`config.mk`:
```
export PLATFORM = sky130hd
export DESIGN_NAME = nx_ram_1r1w_fifo_ctrl_flat
export DESIGN_NICKNAME = d
export VERILOG_FILES = /design/src/rtl/nx_ram_1r1w_fifo_ctrl_if.sv /design/src/rtl/nx_ram_1r1w_fifo_ctrl.sv /design/src/flat_wrapper.sv
export SDC_FILE = /design/constraint.sdc
export NUM_CORES = 1
export LEC_CHECK = 0
export BUFFER_PORTS_ARGS = -buffer_cell sky130_fd_sc_hd__buf_2
export CORE_MARGIN = 4
export CORE_UTILIZATION = 48
export DETAILED_ROUTE_END_ITERATION = 6
export GPL_TIMING_DRIVEN = 0
export PLACE_DENSITY = 0.85
export SLEW_MARGIN = 5
export SYNTH_ARGS = -nofsm -noshare
export SYNTH_HDL_FRONTEND = slang
export SYNTH_SLANG_ARGS = --single-unit
```
`constraint.sdc`:
```
create_clock -name clk -period 2.9 [get_ports clk]
set_input_delay 0.435 -clock clk [delete_from_list [all_inputs] [get_ports clk]]
set_output_delay 0.435 -clock clk [all_outputs]
set_load 0.1 [all_outputs]
```
`src/rtl/nx_ram_1r1w_fifo_ctrl_if.sv`:
```
// ============================================================================
// Module   : nx_ram_1r1w_fifo_ctrl_if
// Brief    : Stream (write/read) and RAM-port bundle for nx_ram_1r1w_fifo_ctrl.
// Revision : 1.0 - initial release
// ============================================================================
`default_nettype none

interface nx_ram_1r1w_fifo_ctrl_if #(
    parameter int WIDTH = 83,
    parameter int AW    = 8,
    parameter int CW    = 8
);
    logic             wr_vld;
    logic             wr_rdy;
    logic [WIDTH-1:0] wr_dat;
    logic             rd_vld;
    logic             rd_rdy;
    logic [WIDTH-1:0] rd_dat;
    logic             ram_web;
    logic [AW-1:0]    ram_wa;
    logic [WIDTH-1:0] ram_din;
    logic [WIDTH-1:0] ram_bwe;
    logic             ram_reb;
    logic [AW-1:0]    ram_ra;
    logic [WIDTH-1:0] ram_dout;
    logic [CW-1:0]    used_cnt;

    // Environment side: stream producer/consumer plus the RAM model.
    modport master (
        output wr_vld, wr_dat, rd_rdy, ram_dout,
        input  wr_rdy, rd_vld, rd_dat, ram_web, ram_wa, ram_din, ram_bwe,
        input  ram_reb, ram_ra, used_cnt
    );

    // Controller side.
    modport slave (
        input  wr_vld, wr_dat, rd_rdy, ram_dout,
        output wr_rdy, rd_vld, rd_dat, ram_web, ram_wa, ram_din, ram_bwe,
        output ram_reb, ram_ra, used_cnt
    );
endinterface

`default_nettype wire

```
`src/rtl/nx_ram_1r1w_fifo_ctrl.sv`:
```
// ============================================================================
// Module   : nx_ram_1r1w_fifo_ctrl
// Brief    : RAM-backed FIFO controller for nx_ram_1r1w; credit-managed output
//            buffer hides write-commit and read latency. Optional macro
//            NX_RAM_FIFO_CTRL_WMARK_EN adds the used_max watermark port.
// Revision : 1.0 - initial release
// ============================================================================
`default_nettype none

module nx_ram_1r1w_fifo_ctrl #(
    parameter  int WIDTH     = 83,
    parameter  int DEPTH     = 168,
    parameter  int AW        = 8,
    parameter  int RD_LAT    = 2,
    localparam int BUF_DEPTH = RD_LAT + 2,
    localparam int CW        = $clog2(DEPTH + BUF_DEPTH + 1)
) (
    input  wire                    clk,
    input  wire                    rst,
    nx_ram_1r1w_fifo_ctrl_if.slave bus
`ifdef NX_RAM_FIFO_CTRL_WMARK_EN
    ,
    output logic [CW-1:0]          used_max
`endif
);

    localparam int BAW = $clog2(BUF_DEPTH);
    localparam int BCW = $clog2(BUF_DEPTH + 1);
    localparam int BOW = BCW + 1;

    logic [AW-1:0]    r_wptr;
    logic [AW-1:0]    r_rptr;
    logic [CW-1:0]    r_ram_cnt;
    logic [CW-1:0]    r_commit_cnt;
    logic [CW-1:0]    r_used_cnt;
    logic             r_wr_d;
    logic [RD_LAT-1:0] r_lat_sr;
    logic [BAW-1:0]   r_bhead;
    logic [BAW-1:0]   r_btail;
    logic [BCW-1:0]   r_buf_cnt;
    logic [WIDTH-1:0] r_buf [BUF_DEPTH];

    logic             w_wr_rdy;
    logic             w_wr_acc;
    logic             w_rd_vld;
    logic             w_pop;
    logic             w_cap;
    logic             w_rd_iss;
    logic [BCW-1:0]   w_inflight;
    logic [BOW-1:0]   w_occ;

    assign w_wr_rdy = ~rst & (r_ram_cnt != CW'(DEPTH));
    assign w_wr_acc = bus.wr_vld & w_wr_rdy;
    assign w_rd_vld = (r_buf_cnt != '0);
    assign w_pop    = w_rd_vld & bus.rd_rdy;
    assign w_cap    = r_lat_sr[RD_LAT-1];

    always_comb begin
        w_inflight = '0;
        for (int i = 0; i < RD_LAT; i++) begin
            w_inflight = w_inflight + BCW'(r_lat_sr[i]);
        end
    end

    // Credits: buffered plus in-flight entries must leave room for one more return.
    assign w_occ    = {1'b0, r_buf_cnt} + {1'b0, w_inflight};
    assign w_rd_iss = ~rst & (r_commit_cnt != '0) & (w_occ < BOW'(BUF_DEPTH));

    assign bus.wr_rdy   = w_wr_rdy;
    assign bus.rd_vld   = w_rd_vld;
    assign bus.rd_dat   = r_buf[r_bhead];
    assign bus.ram_web  = ~w_wr_acc;
    assign bus.ram_wa   = r_wptr;
    assign bus.ram_din  = bus.wr_dat;
    assign bus.ram_bwe  = '1;
    assign bus.ram_reb  = ~w_rd_iss;
    assign bus.ram_ra   = r_rptr;
    assign bus.used_cnt = r_used_cnt;

    always_ff @(posedge clk or posedge rst) begin
        if (rst) begin
            r_wptr       <= '0;
            r_rptr       <= '0;
            r_ram_cnt    <= '0;
            r_commit_cnt <= '0;
            r_used_cnt   <= '0;
            r_wr_d       <= 1'b0;
            r_lat_sr     <= '0;
            r_bhead      <= '0;
            r_btail      <= '0;
            r_buf_cnt    <= '0;
        end else begin
            if (w_wr_acc) begin
                r_wptr <= (r_wptr == AW'(DEPTH - 1)) ? '0 : r_wptr + AW'(1);
            end
            if (w_rd_iss) begin
                r_rptr <= (r_rptr == AW'(DEPTH - 1)) ? '0 : r_rptr + AW'(1);
            end
            // RAM registers the write, so the entry is readable one cycle later.
            r_wr_d       <= w_wr_acc;
            r_ram_cnt    <= r_ram_cnt + CW'(w_wr_acc) - CW'(w_rd_iss);
            r_commit_cnt <= r_commit_cnt + CW'(r_wr_d) - CW'(w_rd_iss);
            r_used_cnt   <= r_used_cnt + CW'(w_wr_acc) - CW'(w_pop);

            r_lat_sr[0] <= w_rd_iss;
            for (int i = 1; i < RD_LAT; i++) begin
                r_lat_sr[i] <= r_lat_sr[i-1];
            end

            if (w_cap) begin
                r_btail <= (r_btail == BAW'(BUF_DEPTH - 1)) ? '0 : r_btail + BAW'(1);
            end
            if (w_pop) begin
                r_bhead <= (r_bhead == BAW'(BUF_DEPTH - 1)) ? '0 : r_bhead + BAW'(1);
            end
            r_buf_cnt <= r_buf_cnt + BCW'(w_cap) - BCW'(w_pop);
        end
    end

    always_ff @(posedge clk) begin
        if (w_cap) begin
            r_buf[r_btail] <= bus.ram_dout;
        end
    end

`ifdef NX_RAM_FIFO_CTRL_WMARK_EN
    logic [CW-1:0] r_used_max;

    always_ff @(posedge clk or posedge rst) begin
        if (rst) begin
            r_used_max <= '0;
        end else if (r_used_cnt > r_used_max) begin
            r_used_max <= r_used_cnt;
        end
    end

    assign used_max = r_used_max;
`endif

endmodule

`default_nettype wire

```
`src/flat_wrapper.sv`:
```
// flat-port wrapper written by rule: the top's interface ports become plain ports
module nx_ram_1r1w_fifo_ctrl_flat 
#(
    parameter  int WIDTH     = 83,
    parameter  int DEPTH     = 168,
    parameter  int AW        = 8,
    parameter  int RD_LAT    = 2,
    localparam int BUF_DEPTH = RD_LAT + 2,
    localparam int CW        = $clog2(DEPTH + BUF_DEPTH + 1)
)
  (clk, rst, bus_wr_vld, bus_wr_dat, bus_rd_rdy, bus_ram_dout, bus_wr_rdy, bus_rd_vld, bus_rd_dat, bus_ram_web, bus_ram_wa, bus_ram_din, bus_ram_bwe, bus_ram_reb, bus_ram_ra, bus_used_cnt);
  nx_ram_1r1w_fifo_ctrl_if #(.WIDTH(WIDTH), .AW(AW), .CW((8))) bus_i ();
  input  wire clk;
  input  wire rst;
  input wire logic [$bits(bus_i.wr_vld)-1:0] bus_wr_vld;
  input wire logic [$bits(bus_i.wr_dat)-1:0] bus_wr_dat;
  input wire logic [$bits(bus_i.rd_rdy)-1:0] bus_rd_rdy;
  input wire logic [$bits(bus_i.ram_dout)-1:0] bus_ram_dout;
  output wire logic [$bits(bus_i.wr_rdy)-1:0] bus_wr_rdy;
  output wire logic [$bits(bus_i.rd_vld)-1:0] bus_rd_vld;
  output wire logic [$bits(bus_i.rd_dat)-1:0] bus_rd_dat;
  output wire logic [$bits(bus_i.ram_web)-1:0] bus_ram_web;
  output wire logic [$bits(bus_i.ram_wa)-1:0] bus_ram_wa;
  output wire logic [$bits(bus_i.ram_din)-1:0] bus_ram_din;
  output wire logic [$bits(bus_i.ram_bwe)-1:0] bus_ram_bwe;
  output wire logic [$bits(bus_i.ram_reb)-1:0] bus_ram_reb;
  output wire logic [$bits(bus_i.ram_ra)-1:0] bus_ram_ra;
  output wire logic [$bits(bus_i.used_cnt)-1:0] bus_used_cnt;
  assign bus_i.wr_vld = bus_wr_vld;
  assign bus_i.wr_dat = bus_wr_dat;
  assign bus_i.rd_rdy = bus_rd_rdy;
  assign bus_i.ram_dout = bus_ram_dout;
  assign bus_wr_rdy = bus_i.wr_rdy;
  assign bus_rd_vld = bus_i.rd_vld;
  assign bus_rd_dat = bus_i.rd_dat;
  assign bus_ram_web = bus_i.ram_web;
  assign bus_ram_wa = bus_i.ram_wa;
  assign bus_ram_din = bus_i.ram_din;
  assign bus_ram_bwe = bus_i.ram_bwe;
  assign bus_ram_reb = bus_i.ram_reb;
  assign bus_ram_ra = bus_i.ram_ra;
  assign bus_used_cnt = bus_i.used_cnt;
  nx_ram_1r1w_fifo_ctrl #(.WIDTH(WIDTH), .DEPTH(DEPTH), .AW(AW), .RD_LAT(RD_LAT)) u_core (.clk(clk), .rst(rst), .bus(bus_i));
endmodule
```
==> impl_metrics.ini <==
[sta]
period_minus_slack_ns = 2.76
drv_slew = 0
fin_crit_sh = 0.953
tightestPinTransition_ns = 0.754
fmax_mhz = 362
setup_viol = 0
finalHoldViolCount = 0
slew-limit-headroom = 0.497
rsz0062_at_grt = true
finClkSkew_ns = 0.0135

[synth]
ys_warn_count = 0
synth_flop_cell = edfxtp_1
synth_edf_count = 332
synth_cells = 905
synth_area_sq_um = 16300
synth_area_leaders = edfxtp_1 (61%), mux4_2 (11%), buf_4 (7.9%), dfrtp_1 (7.7%), ha_1 (3.2%)
synth.avg_cell_area_sq_um = 18.0
synth.largest_area_cell = edfxtp_1
synth_seq_cells = 382
synth_top_area_share = 0.613
yosysUniqueCellTypes = 50
seq_area_frac_synth = 0.690
async_flop_share = 0.131

[worst_setup_path]
required_ns = 3.29
worstPathArrival_ns = 3.16
path_max_fanout = 3
crit_chain = ha_4 -> ha_4 -> nand3_2 -> nand2_2 -> buf_6 -> nor2_4 -> ha_1 -> inv_1 -> ha_1 -> inv_1 -> fa_2 -> nand2b_4 -> a21boi_4 -> o21a_1 -> o211ai_1
cpPeakStageDelay_ns = 0.42
endpoint_kind = register
rrSetupSlack_ns = 0.14
worst-setup-path-type = reg2reg
worstSetupStartpointType = register
slowest_stage = dfrtp_2

[clocking]
clock_path_buffers = 3
cts_sinks = 382
numCtsBuffers = 41
clk_pin_slew_ns = 0.06
cts_max_level = 2
clk_latency_ns = 0.54
postCtsHoldBufs = 0
cts_tree = yes
cts-root-buf = clkbuf_16

[drt]
drc = 0
wl_per_cell_um = 19.5
postRouteAntennaNets = 0
first_pass_iters = 4
num_vias = 8953
via_per_inst = 4.96
first_iter_violations = 501
wirelength_um = 35300

[final_layout]
multi_input_area_sq_um = 3900
nets = 1537
drive_gt1_frac = 0.483
regArea_sq_um = 11200
design_area_sq_um = 20300
fillCellCount = 2419
area_growth_pct = 24.7

[grt]
antenna_found_initial = 14
grt_overflow = 0
grt_use_total = 0.183
grt_pass1_vias = 9264
grt_max_degree = 55
grt_pass1_wl_um = 52100

[floorplanning]
die-area_sq_um = 36900
boundaryPins = 447
fp-row-count = 67
start_util = 0.486
die_w_um = 192
fp.dieH_um = 192
core-area_sq_um = 33400

[place]
portBuffers = 280
dp_hpwl_um = 23900
place_area_sq_um = 18700
place.gp.congestion = 0.776

[outcome]
status = finished, final reports clean

[run]
cap_violations = 0

[min_path]
hold_path.class = in2async
[worst paths after layout]
check | cells after the start | startpoint | end
worst max-delay path | 15 | u_core.r_lat_sr[1]$_DFF_PP0_ | u_core.r_ram_cnt[6]$_DFF_PP0_
worst min-delay path | 2 | rst | u_core.bus.ram_ra[6]$_DFFE_PP0P_
worst max register to register | 15 | u_core.r_lat_sr[1]$_DFF_PP0_ | u_core.r_ram_cnt[6]$_DFF_PP0_
worst min register to register | 0 | u_core.r_lat_sr[0]$_DFF_PP0_ | u_core.r_lat_sr[1]$_DFF_PP0_
max in group asynchronous | 2 | rst | u_core.r_buf_cnt[1]$_DFF_PP0_
min in group clk | 1 | bus_ram_dout[3] | u_core.r_buf[2][3]$_DFFE_PP_
[cell type report]
class	count	area share
Antenna cell	4	0.000494
Sequential cell	382	0.554
Tap cell	448	0.0276
Inverter	52	0.00994
Multi-Input combinational cell	366	0.192
Buffer	186	0.0690
Timing Repair Buffer	292	0.0819
Timing Repair inverter	1	0.000370
Clock inverter	27	0.0130
Clock buffer	48	0.0519
[layout by cell type (no fill, tap or decap), drive strengths merged, types with 3 or more instances in the layout]
master,synthesis,final
a21oi,7,7
and2,4,4
buf,184,474
bufinv,0,4
clkbuf,3,52
clkinv,0,19
clkinvlp,0,4
conb,1,83
dfrtp,50,50
diode,0,4
edfxtp,332,332
fa,4,4
ha,41,41
inv,52,53
mux4,83,83
nand2,17,17
nand2b,5,5
nand3,9,9
nor2,13,13
nor3,9,9
nor3b,4,4
nor4,4,4
o211ai,4,4
o21ai,9,9
o31ai,4,4
o41ai,3,3
or3,6,6
or4,4,4
xnor2,12,12
xor2,10,10
[stage by stage]
| stage | cells | TNS, ns | utilization | hold WS, ns | setup slack (ns) |
|---|---|---|---|---|---|
| finish | 1806 | 0 | 0.606 | 0.0479 | 0.136 |
| global route | 1804 | -0.0308 | 0.606 | 0.0704 | -0.0199 |
| CTS | 1801 | -0.0291 | 0.605 | 0.0282 | -0.00698 |
| detailed placement | 1719 | -3.50 | 0.558 | 0.368 | -0.476 |
| global placement | 1715 | -2.93 | 0.555 | 0.365 | -0.449 |
| floorplan | 987 | 0 | - | 0.360 | 0.00898 |
[Yosys cell counts (all sizes together), types with 3 or more instances]
cell type	count
a21oi	7
and2	4
buf	184
clkbuf	3
dfrtp	50
edfxtp	332
fa	4
ha	41
inv	52
mux4	83
nand2	17
nand2b	5
nand3	9
nor2	13
nor3	9
nor3b	4
nor4	4
o211ai	4
o21ai	9
o31ai	4
o41ai	3
or3	6
or4	4
xnor2	12
xor2	10
[logic make-up (layout without fill, tap and decap cells)]
| family | count (synthesis) | in the layout | synth area share |
|---|---|---|---|
| other cells | 1 | 87 | 0.000231 |
| mux | 87 | 87 | 0.118 |
| simple gates | 85 | 85 | 0.0286 |
| fa+ha+maj | 45 | 45 | 0.0365 |
| flops | 382 | 382 | 0.690 |
| xor+xnor | 22 | 22 | 0.0119 |
| compound gates | 44 | 44 | 0.0198 |
| buf+inv | 239 | 606 | 0.0954 |
[state kept, by name (all words and copies together) (netlist names)]
| register | flops |
|---|---|
| u_core.r_buf | 332 |
| u_core.bus.ram_ra | 8 |
| u_core.bus.ram_wa | 8 |
| u_core.bus.used_cnt | 8 |
| u_core.r_commit_cnt | 8 |
| u_core.r_ram_cnt | 8 |
| u_core.r_buf_cnt | 3 |
| u_core.r_bhead | 2 |
| u_core.r_btail | 2 |
| u_core.r_lat_sr | 2 |
| u_core.r_wr_d | 1 |
[routing by layer]
layer	global-route usage	part of all wire	wire (um)
met4	0.0447	0.017	617
met5	0	0.0040	141
met2	0.314	0.52	18400
met3	0.0582	0.079	2780
met1	0.229	0.38	13400
[repair_timing]
action | CTS | global route
cloned | 1 | 0
buffers inserted | 6 | 2
gates resized for setup | 68 | 10
endpoints found under the setup margin | 80 | 60
pin swaps | 9 | 6
[critical path, delay by kind of cell, from the launching register on]
kind / cells / cell delay (ns)
simple gates: 4 / 0.35
compound gates: 3 / 0.43
buf+inv: 3 / 0.23
fa+ha+maj: 5 / 1.21
flops: 1 / 0.42
Power is not shown: default switching activity piles up to over one toggle a cycle in this logic, so the estimate is an artifact.
